[src/rtl/axis_vec_pkg.sv]
// Shared types and helpers for the vector-pair fork and its tagged FIFOs.
package axis_vec_pkg;

  localparam int DEF_TILE_SIZE  = 4;
  localparam int DEF_DATA_WIDTH = 16;

  // One vector tile at the default geometry.
  typedef logic [DEF_TILE_SIZE-1:0][DEF_DATA_WIDTH-1:0] vec_t;

  // Occupancy counters need one extra bit so that "full" (== depth) is representable.
  function automatic int level_w(input int depth);
    return $clog2(depth) + 1;
  endfunction

endpackage

[src/rtl/vec_tag_fifo.sv]
// Circular FIFO holding a vector tile plus a sequence tag per entry.
// Head entry is read combinationally from the registered memory, and
// push and pop may happen in the same cycle at any occupancy.
// The caller must never push while the FIFO is full.
module vec_tag_fifo
  import axis_vec_pkg::*;
#(
  parameter int TILE_SIZE  = DEF_TILE_SIZE,
  parameter int DATA_WIDTH = DEF_DATA_WIDTH,
  parameter int DEPTH      = 4,
  parameter int SEQ_W      = 8,
  localparam int AW        = $clog2(DEPTH),
  localparam int LW        = level_w(DEPTH)
) (
  input  logic                                 clk,
  input  logic                                 rst,
  input  logic                                 push,
  input  logic [TILE_SIZE-1:0][DATA_WIDTH-1:0] wr_vec,
  input  logic [SEQ_W-1:0]                     wr_seq,
  input  logic                                 pop_ready,
  output logic                                 valid,
  output logic [TILE_SIZE-1:0][DATA_WIDTH-1:0] rd_vec,
  output logic [SEQ_W-1:0]                     rd_seq,
  output logic [LW-1:0]                        count
);

  localparam logic [AW-1:0] PTR_ONE = AW'(1);
  localparam logic [LW-1:0] LVL_ONE = LW'(1);

  logic [TILE_SIZE-1:0][DATA_WIDTH-1:0] mem_r [DEPTH];
  logic [SEQ_W-1:0]                     tag_r [DEPTH];
  logic [AW-1:0]                        wr_ptr_r;
  logic [AW-1:0]                        rd_ptr_r;
  logic [LW-1:0]                        count_r;
  logic [LW-1:0]                        count_next_s;
  logic                                 pop_s;

  // A pop only happens when the head is actually valid.
  always_comb begin
    pop_s = pop_ready && (count_r != {LW{1'b0}});
  end

  // Occupancy update: simultaneous push and pop cancel out.
  always_comb begin
    count_next_s = count_r;
    case ({push, pop_s})
      2'b10:   count_next_s = count_r + LVL_ONE;
      2'b01:   count_next_s = count_r - LVL_ONE;
      default: count_next_s = count_r;
    endcase
  end

  // Pointers and occupancy; pointers wrap naturally at DEPTH.
  always_ff @(posedge clk or posedge rst) begin
    if (rst) begin
      wr_ptr_r <= {AW{1'b0}};
      rd_ptr_r <= {AW{1'b0}};
      count_r  <= {LW{1'b0}};
    end else begin
      if (push) begin
        wr_ptr_r <= wr_ptr_r + PTR_ONE;
      end
      if (pop_s) begin
        rd_ptr_r <= rd_ptr_r + PTR_ONE;
      end
      count_r <= count_next_s;
    end
  end

  // Storage; cleared on reset so the head outputs are never X.
  always_ff @(posedge clk or posedge rst) begin
    if (rst) begin
      for (int i = 0; i < DEPTH; i++) begin
        mem_r[i] <= '0;
        tag_r[i] <= {SEQ_W{1'b0}};
      end
    end else if (push) begin
      mem_r[wr_ptr_r] <= wr_vec;
      tag_r[wr_ptr_r] <= wr_seq;
    end
  end

  // Head of queue and status, straight from registered state.
  always_comb begin
    valid  = (count_r != {LW{1'b0}});
    rd_vec = mem_r[rd_ptr_r];
    rd_seq = tag_r[rd_ptr_r];
    count  = count_r;
  end

endmodule

[src/rtl/axis_vec_fork2.sv]
// Splits a joined (lambda, x_t) tile stream into two independently
// draining branches, each buffered up to DEPTH tiles and tagged with a
// shared wrapping sequence number so consumers can check alignment.
module axis_vec_fork2
  import axis_vec_pkg::*;
#(
  parameter int TILE_SIZE  = DEF_TILE_SIZE,
  parameter int DATA_WIDTH = DEF_DATA_WIDTH,
  parameter int DEPTH      = 4,
  parameter int SEQ_W      = 8
) (
  input  logic                                 clk,
  input  logic                                 rst,
  input  logic                                 in_valid,
  output logic                                 in_ready,
  input  logic [TILE_SIZE-1:0][DATA_WIDTH-1:0] lam_vec,
  input  logic [TILE_SIZE-1:0][DATA_WIDTH-1:0] xt_vec,
  output logic                                 a_valid,
  input  logic                                 a_ready,
  output logic [TILE_SIZE-1:0][DATA_WIDTH-1:0] a_vec,
  output logic [SEQ_W-1:0]                     a_seq,
  output logic                                 b_valid,
  input  logic                                 b_ready,
  output logic [TILE_SIZE-1:0][DATA_WIDTH-1:0] b_vec,
  output logic [SEQ_W-1:0]                     b_seq,
  output logic [$clog2(DEPTH):0]               a_level,
  output logic [$clog2(DEPTH):0]               b_level
);

  localparam int            LW       = level_w(DEPTH);
  localparam logic [LW-1:0] LVL_FULL = LW'(DEPTH);
  localparam logic [SEQ_W-1:0] SEQ_ONE = SEQ_W'(1);

  logic [SEQ_W-1:0] seq_cnt_r;
  logic             push_s;

  // Ready depends on registered occupancy only, so a same-cycle pop
  // never feeds back into in_ready combinationally.
  always_comb begin
    in_ready = (a_level < LVL_FULL) && (b_level < LVL_FULL);
    push_s   = in_valid && in_ready;
  end

  // Sequence tag of the next accepted pair; wraps modulo 2^SEQ_W.
  always_ff @(posedge clk or posedge rst) begin
    if (rst) begin
      seq_cnt_r <= {SEQ_W{1'b0}};
    end else if (push_s) begin
      seq_cnt_r <= seq_cnt_r + SEQ_ONE;
    end
  end

  vec_tag_fifo #(
    .TILE_SIZE  (TILE_SIZE),
    .DATA_WIDTH (DATA_WIDTH),
    .DEPTH      (DEPTH),
    .SEQ_W      (SEQ_W)
  ) u_fifo_a (
    .clk       (clk),
    .rst       (rst),
    .push      (push_s),
    .wr_vec    (lam_vec),
    .wr_seq    (seq_cnt_r),
    .pop_ready (a_ready),
    .valid     (a_valid),
    .rd_vec    (a_vec),
    .rd_seq    (a_seq),
    .count     (a_level)
  );

  vec_tag_fifo #(
    .TILE_SIZE  (TILE_SIZE),
    .DATA_WIDTH (DATA_WIDTH),
    .DEPTH      (DEPTH),
    .SEQ_W      (SEQ_W)
  ) u_fifo_b (
    .clk       (clk),
    .rst       (rst),
    .push      (push_s),
    .wr_vec    (xt_vec),
    .wr_seq    (seq_cnt_r),
    .pop_ready (b_ready),
    .valid     (b_valid),
    .rd_vec    (b_vec),
    .rd_seq    (b_seq),
    .count     (b_level)
  );

endmodule
[config.mk]
export PLATFORM = sky130hd
export DESIGN_NAME = axis_vec_fork2
export DESIGN_NICKNAME = d
export VERILOG_FILES = /design/src/rtl/axis_vec_pkg.sv /design/src/rtl/vec_tag_fifo.sv /design/src/rtl/axis_vec_fork2.sv
export SDC_FILE = /design/constraint.sdc
export NUM_CORES = 1
export LEC_CHECK = 0
export CORE_AREA = 2 2 217 273
export DETAILED_ROUTE_END_ITERATION = 7
export DIE_AREA = 0 0 219 275
export PLACE_DENSITY = 0.83
export SLEW_MARGIN = 20
export SYNTH_ARGS = -nofsm -noshare
export SYNTH_HDL_FRONTEND = slang
export SYNTH_SLANG_ARGS = --single-unit
[constraint.sdc]
create_clock -name clk -period 56.5 [get_ports clk]
set_input_delay 5.65 -clock clk [delete_from_list [all_inputs] [get_ports clk]]
set_output_delay 5.65 -clock clk [all_outputs]
set_load 0.005 [all_outputs]
== Word level (Yosys, flattened, before mapping) ==
Index checks and enable logic that the tools add are counted.
Storage, ports and cells
  logic and storage cells: 108
  output and inout bits: 153
  input bits: 133
  register bits after elaboration: 598
Operators by class
  reduce and logical (&&, ||, !) cells: 10
  multiplexer cells: 26
  magnitude comparators: 8
  bitwise operators: 4
  equal/unequal tests: 4
  add/sub/neg operators: 9
Operators by type and width (count)
  256-bit bitwise mux: 2
  64-bit 2-to-1 mux: 6
  64-bit binary-select mux with 2-bit select: 2
  64-bit demux with 2-bit select: 2
  32-bit bitwise mux: 2
  8-bit 2-to-1 mux: 6
  8-bit binary-select mux with 2-bit select: 2
  8-bit demux with 2-bit select: 2
  3-bit greater-or-equal comparator, second input constant: 4
  2-bit inverter with 3-bit output: 4
  3-bit one-hot mux with 2 select lines: 2
  2-bit by 1-bit adder with 2-bit output, second input constant: 4
  8-bit by 1-bit adder with 8-bit output, second input constant: 1
  3-bit by 1-bit adder with 3-bit output, second input constant: 2
  1-bit logical AND: 6
  3-bit by 1-bit less-than comparator with 1-bit output, second input constant: 2
  3-bit less-than comparator, second input constant: 2
  3-bit nonzero test: 2
  3-bit by 1-bit subtractor with 3-bit output, second input constant: 2
  2-bit by 1-bit equality test with 1-bit output, second input constant: 2
  2-bit equality test, second input constant: 2
  2-bit nonzero test: 2

== Logic depth before layout (Yosys ltp) ==
  depth after elaboration: 6
  gate-level depth with buffers: 11
  depth with buffers taken out: 8

== By module ==
Synthesis repeated with hierarchy kept, for this count alone.
Second synthesis, totals
  cells, all modules: 1488
  area total of the unflattened synthesis: 26203.9 µm²
Modules (own cells, without submodules)
  vec_tag_fifo: cells an instance 730, seq. area each 7382.1 µm², area each 12923.6 µm², instances 2
  axis_vec_fork2: cells an instance 28, seq. area each 200.2 µm², area each 356.6 µm², instances 1

== Worst setup path before layout ==
OpenSTA, ideal clock, no wires.
  kind: in2reg
  start point: input port in_valid
  end point: register u_fifo_a.count_r[2], in the netlist u_fifo_a.count[2]
  slack: 49302 ps
  data required time: 56421 ps
  library setup time: 79 ps
  data arrival time: 7119 ps
  stages on the path: 10
  cell sequence: nor3b_4 -> buf_6 -> buf_2 -> inv_1 -> ha_1 -> inv_1 -> fa_1 -> xor2_1 -> nor2_1 -> xor2_1
On the way
  cells in the longest elaborated chain, start to end: 3
  elaborated cells between the ends (all ways): 5
  those cells by class: eq/ne (2); mux (1); reduce/logical (2)
Ends and longest elaborated chain
  start, declared: RTL line axis_vec_fork2.sv:14  | input logic in_valid,
  1-bit logical AND *: RTL line axis_vec_fork2.sv:41  | push_s = in_valid && in_ready;
  2-bit by 1-bit equality test with 1-bit output or 2-bit equality test (tied branches): RTL line vec_tag_fifo.sv:46  | case ({push, pop_s})
  3-bit one-hot mux with 2 select lines or 2-bit nonzero test (tied branches)
  end signal, assigned: RTL line vec_tag_fifo.sv:58  | count_r <= {LW{1'b0}};
  end signal, assigned: RTL line vec_tag_fifo.sv:66  | count_r <= count_next_s;
  end, declared: RTL line vec_tag_fifo.sv:34  | logic [LW-1:0] count_r;
Mark *: on every way between the ends. The rest lies on a longest branch, timed or not.
A chain may end at the register's enable or synchronous reset.

==> tab_implementation.tex <==
\begin{tabular}{lr}
\hline
Metric & Value \\
\hline
\multicolumn{2}{l}{\textbf{Outcome}} \\
\quad Outcome & finished, final reports clean \\
\multicolumn{2}{l}{\textbf{Global route}} \\
\quad Remaining Overflow, GRT & 0 \\
\quad Wire length of the first global-routing pass & 97700 um \\
\quad Largest net degree at the start of global routing & 160 \\
\quad Global-route usage over all layers & 20.7\% \\
\quad Antenna violations before repair & 2 \\
\quad Vias in the first global route & 16400 \\
\multicolumn{2}{l}{\textbf{Critical path}} \\
\quad Depth of the critical timing path with buffers and inverters included & 3 \\
\quad Origin of the worst setup path & u\_fifo\_b.rd\_ptr\_r[0] \\
\quad Crit path to & b\_vec[0] \\
\quad Endpoint kind of the worst setup timing path & output port \\
\quad Delay contributed by the slowest stage of the critical path & 1.02 ns \\
\quad Buf/Inv on CP & 2 \\
\quad Max stage delay cell, worst path & sky130\_fd\_sc\_hd\_\_dfrtp\_4 \\
\quad Kind of cell adding the most delay to the critical path & buffers and inverters \\
\quad Worst Setup Start Kind & flop \\
\quad Critical R2R Launch & u\_fifo\_b.count[2] \\
\quad CP arrival & 3.61 ns \\
\quad Flop-to-flop setup slack & 53.04 ns \\
\quad Length in cells of the worst reg-to-reg path & 4 \\
\quad Critical path data required time & 50.85 ns \\
\quad Crit Path Max Fanout & 42 \\
\quad Cell-by-cell listing of the critical path & buf\_4 > mux4\_2 > clkdlybuf4s50\_1 \\
\quad Reg-to-Reg End & u\_fifo\_b.tag\_r[7] \\
\quad Type of the worst setup path & flop to output port \\
\multicolumn{2}{l}{\textbf{STA}} \\
\quad Pins over their slew limit & 0 \\
\quad Final count of hold timing violations & 0 \\
\quad Final setup violation count & 0 \\
\quad Worst-margin pin slew & 1.12 ns \\
\quad Setup repair after global routing missed its margin & no \\
\quad Timing-limited maximum frequency & 108 MHz \\
\quad Final critical path time including I/O delays and setup & 9.26 ns \\
\quad Post-route clock period utilization & 16.4\% \\
\quad Setup TNS Final & 0 ns \\
\quad Worst Skew & 0.0226 ns \\
\quad Max transition margin & 25.1\% \\
\multicolumn{2}{l}{\textbf{Clock tree}} \\
\quad Resized cells post-CTS & 0 \\
\quad Inserted Clock Buffers & 60 \\
\quad Root cell of the clock tree & sky130\_fd\_sc\_hd\_\_clkbuf\_16 \\
\quad CTS Hold Buffers Added & 0 \\
\quad Clock insertion delay at the later pin of the skew report & 0.62 ns \\
\quad CTS max path bufs & 3 \\
\quad Sink count of the clock tree & 598 \\
\quad CTS tree & built \\
\quad Deepest level of the CTS H-tree & 2 \\
\quad Post-CTS repair timing setup buffer count & 0 \\
\quad Clock-pin slew reported for the worst setup and hold paths after clock tree synthesis & 0.06 ns \\
\multicolumn{2}{l}{\textbf{Synth}} \\
\quad Post-synth ARST share & 100\% \\
\quad Syn Inst Count & 1505 \\
\quad Number of flops mapped to enable cells by yosys & 0 \\
\quad Prevailing post-synth register cell & sky130\_fd\_sc\_hd\_\_dfrtp\_1 \\
\quad Sequential fraction of the synthesis area & 52.4\% \\
\quad Number of warning messages in the yosys log & 0 \\
\quad Synth cell types & 28 \\
\quad Synthesized flop and latch total & 598 \\
\quad Net count of the mapped netlist & 1651 \\
\quad Mapped Area & 28500 sq um \\
\quad Synth Area per Inst & 19.0 sq um \\
\multicolumn{2}{l}{\textbf{Power and ir drop}} \\
\quad Peak VDD IR & 0.0000348 V \\
\quad Leak & 14.6 nW \\
\quad P per Cell Area & 61.1 nW/um\^{}2 \\
\multicolumn{2}{l}{\textbf{Detailed routing}} \\
\quad Iteration count of the initial detailed-routing pass & 4 \\
\quad Violation count after the first detailed-routing iteration & 759 \\
\quad Number of remaining DRC errors & 0 \\
\quad Routed wire length & 61400 um \\
\quad Routed Antenna Nets & 0 \\
\quad Routed length per instance & 23.9 um \\
\quad Total number of vias & 14300 \\
\quad Via count normalized by instance count & 5.59 \\
\multicolumn{2}{l}{\textbf{Final layout}} \\
\quad Layout area overhead & 16.5\% \\
\quad Fraction of layout cells with a size suffix above 1 & 47.0\% \\
\quad Top library cells by usage in the layout, fill and taps aside & 594 x sky130\_fd\_sc\_hd\_\_dfrtp\_1, 490 x sky130\_fd\_sc\_hd\_\_mux2\_4, 285 x sky130\_fd\_sc\_hd\_\_clkdlybuf4s50\_1 \\
\quad Post-layout nets & 1907 \\
\quad Number of fill cells in the layout & 4331 \\
\quad Cell area after layout & 33300 sq um \\
\quad Area taken by multi-input logic gates & 12200 sq um \\
\quad Sequential standard cell area & 15000 sq um \\
\quad Most common cell after layout, fill and taps aside & sky130\_fd\_sc\_hd\_\_dfrtp\_1 \\
\multicolumn{2}{l}{\textbf{Floorplan}} \\
\quad Site row count & 99 \\
\quad Chip Width & 219 um \\
\quad Number of top-level pins & 286 \\
\quad Floorplan die height & 275 um \\
\quad Area inside the core boundary & 57700 sq um \\
\quad Initial core utilization & 49.5\% \\
\quad Overall die area & 60200 sq um \\
\multicolumn{2}{l}{\textbf{Placed design}} \\
\quad Post-place instance area & 31100 sq um \\
\quad HPWL Detailed & 36600 um \\
\quad RePlAce Congestion & 0.750 \\
\quad Buffers on Ports & 285 \\
\multicolumn{2}{l}{\textbf{Min path}} \\
\quad Hold Path Origin & u\_fifo\_a.mem\_r[47] \\
\quad Hold crit path type & flop to flop \\
\multicolumn{2}{l}{\textbf{Job}} \\
\quad Max-cap check violation count & 0 \\
\hline
\end{tabular}
[area by class of cell]
type | count | share of cell area, %
tap | 757 | 2.85
antenna | 2 | 0.0150
timing repair buffer | 302 | 9.04
clock inverter | 17 | 0.782
multi-input combinational | 787 | 36.5
inverter | 12 | 0.158
sequential | 598 | 45.0
clock buffer | 93 | 5.58
[layer usage]
| layer | up-vias | routed length [um] | GRT usage [%] |
|---|---|---|---|
| met4 | 0 | 1380 | 5.41 |
| li1 | 6044 | - | - |
| met1 | 7877 | 25900 | 27.3 |
| met5 | - | 0 | 0 |
| met3 | 91 | 3330 | 4.52 |
| met2 | 334 | 30800 | 34.8 |
[Yosys cell counts, types with 3 or more instances]
cell / count / area (sq um)
sky130_fd_sc_hd__mux2_4: 490 / 7360
sky130_fd_sc_hd__mux4_2: 144 / 3240
sky130_fd_sc_hd__xor2_1: 10 / 87.6
sky130_fd_sc_hd__ha_1: 11 / 138
sky130_fd_sc_hd__dfrtp_1: 598 / 15000
sky130_fd_sc_hd__nand4_1: 4 / 25.0
sky130_fd_sc_hd__clkbuf_1: 15 / 56.3
sky130_fd_sc_hd__inv_1: 12 / 45.0
sky130_fd_sc_hd__and2_4: 7 / 61.3
sky130_fd_sc_hd__nor2_1: 3 / 11.3
sky130_fd_sc_hd__mux2_2: 87 / 980
sky130_fd_sc_hd__buf_1: 9 / 33.8
sky130_fd_sc_hd__buf_2: 18 / 90.1
sky130_fd_sc_hd__xnor2_1: 9 / 78.8
sky130_fd_sc_hd__buf_12: 56 / 1120
sky130_fd_sc_hd__nand2_1: 6 / 22.5
sky130_fd_sc_hd__buf_4: 8 / 60.1
[where the power goes]
group,switching (W),leakage (nW),internal [W]
Sequential,0.000144,7.42,0.000624
Combinational,0.000257,6.11,0.000585
Clock,0.000173,1.04,0.000249
[flip-flops by register name, indices dropped and copies added (netlist names)]
signal / flops
u_fifo_a.wr_ptr_r: 2
seq_cnt_r: 8
u_fifo_b.tag_r: 32
u_fifo_a.count: 3
u_fifo_a.tag_r: 32
u_fifo_a.mem_r: 256
u_fifo_b.mem_r: 256
u_fifo_b.count: 3
u_fifo_a.rd_ptr_r: 2
u_fifo_b.wr_ptr_r: 2
u_fifo_b.rd_ptr_r: 2
[kinds of logic after synthesis]
logic type,count (synthesis),synth area share [%]
flops,598,52.4
xor+xnor,19,0.583
compound gates,4,0.0964
mux,723,40.6
fa+ha+maj,13,0.622
buf+inv,120,5.01
simple gates,28,0.636
[worst min-delay path by stage]
stage	to	slack, ns	cells after the start
after detailed placement	u_fifo_b.tag_r[9]	0.49	1
after global placement	u_fifo_a.tag_r[2]	0.48	1
after CTS	u_fifo_a.mem_r[4]	0.51	1
after global routing	u_fifo_a.tag_r[2]	0.51	1
final	u_fifo_a.mem_r[47]	0.50	1
after floorplan	u_fifo_a.tag_r[13]	0.48	1
[stage by stage]
step	utilization [%]	hold slack (ns)	instances	power [W]	setup WS, ns
global route	57.6	0.513	2568	0.00214	46.96
global placement	53.9	0.483	2456	0.00158	47.05
floorplan	-	0.475	1505	0.00130	34.11
detailed placement	53.9	0.489	2456	0.00162	46.84
finish	57.6	0.503	2568	0.00203	47.24
CTS	57.6	0.505	2566	0.00205	47.08
(Power assumes the default switching activity.)
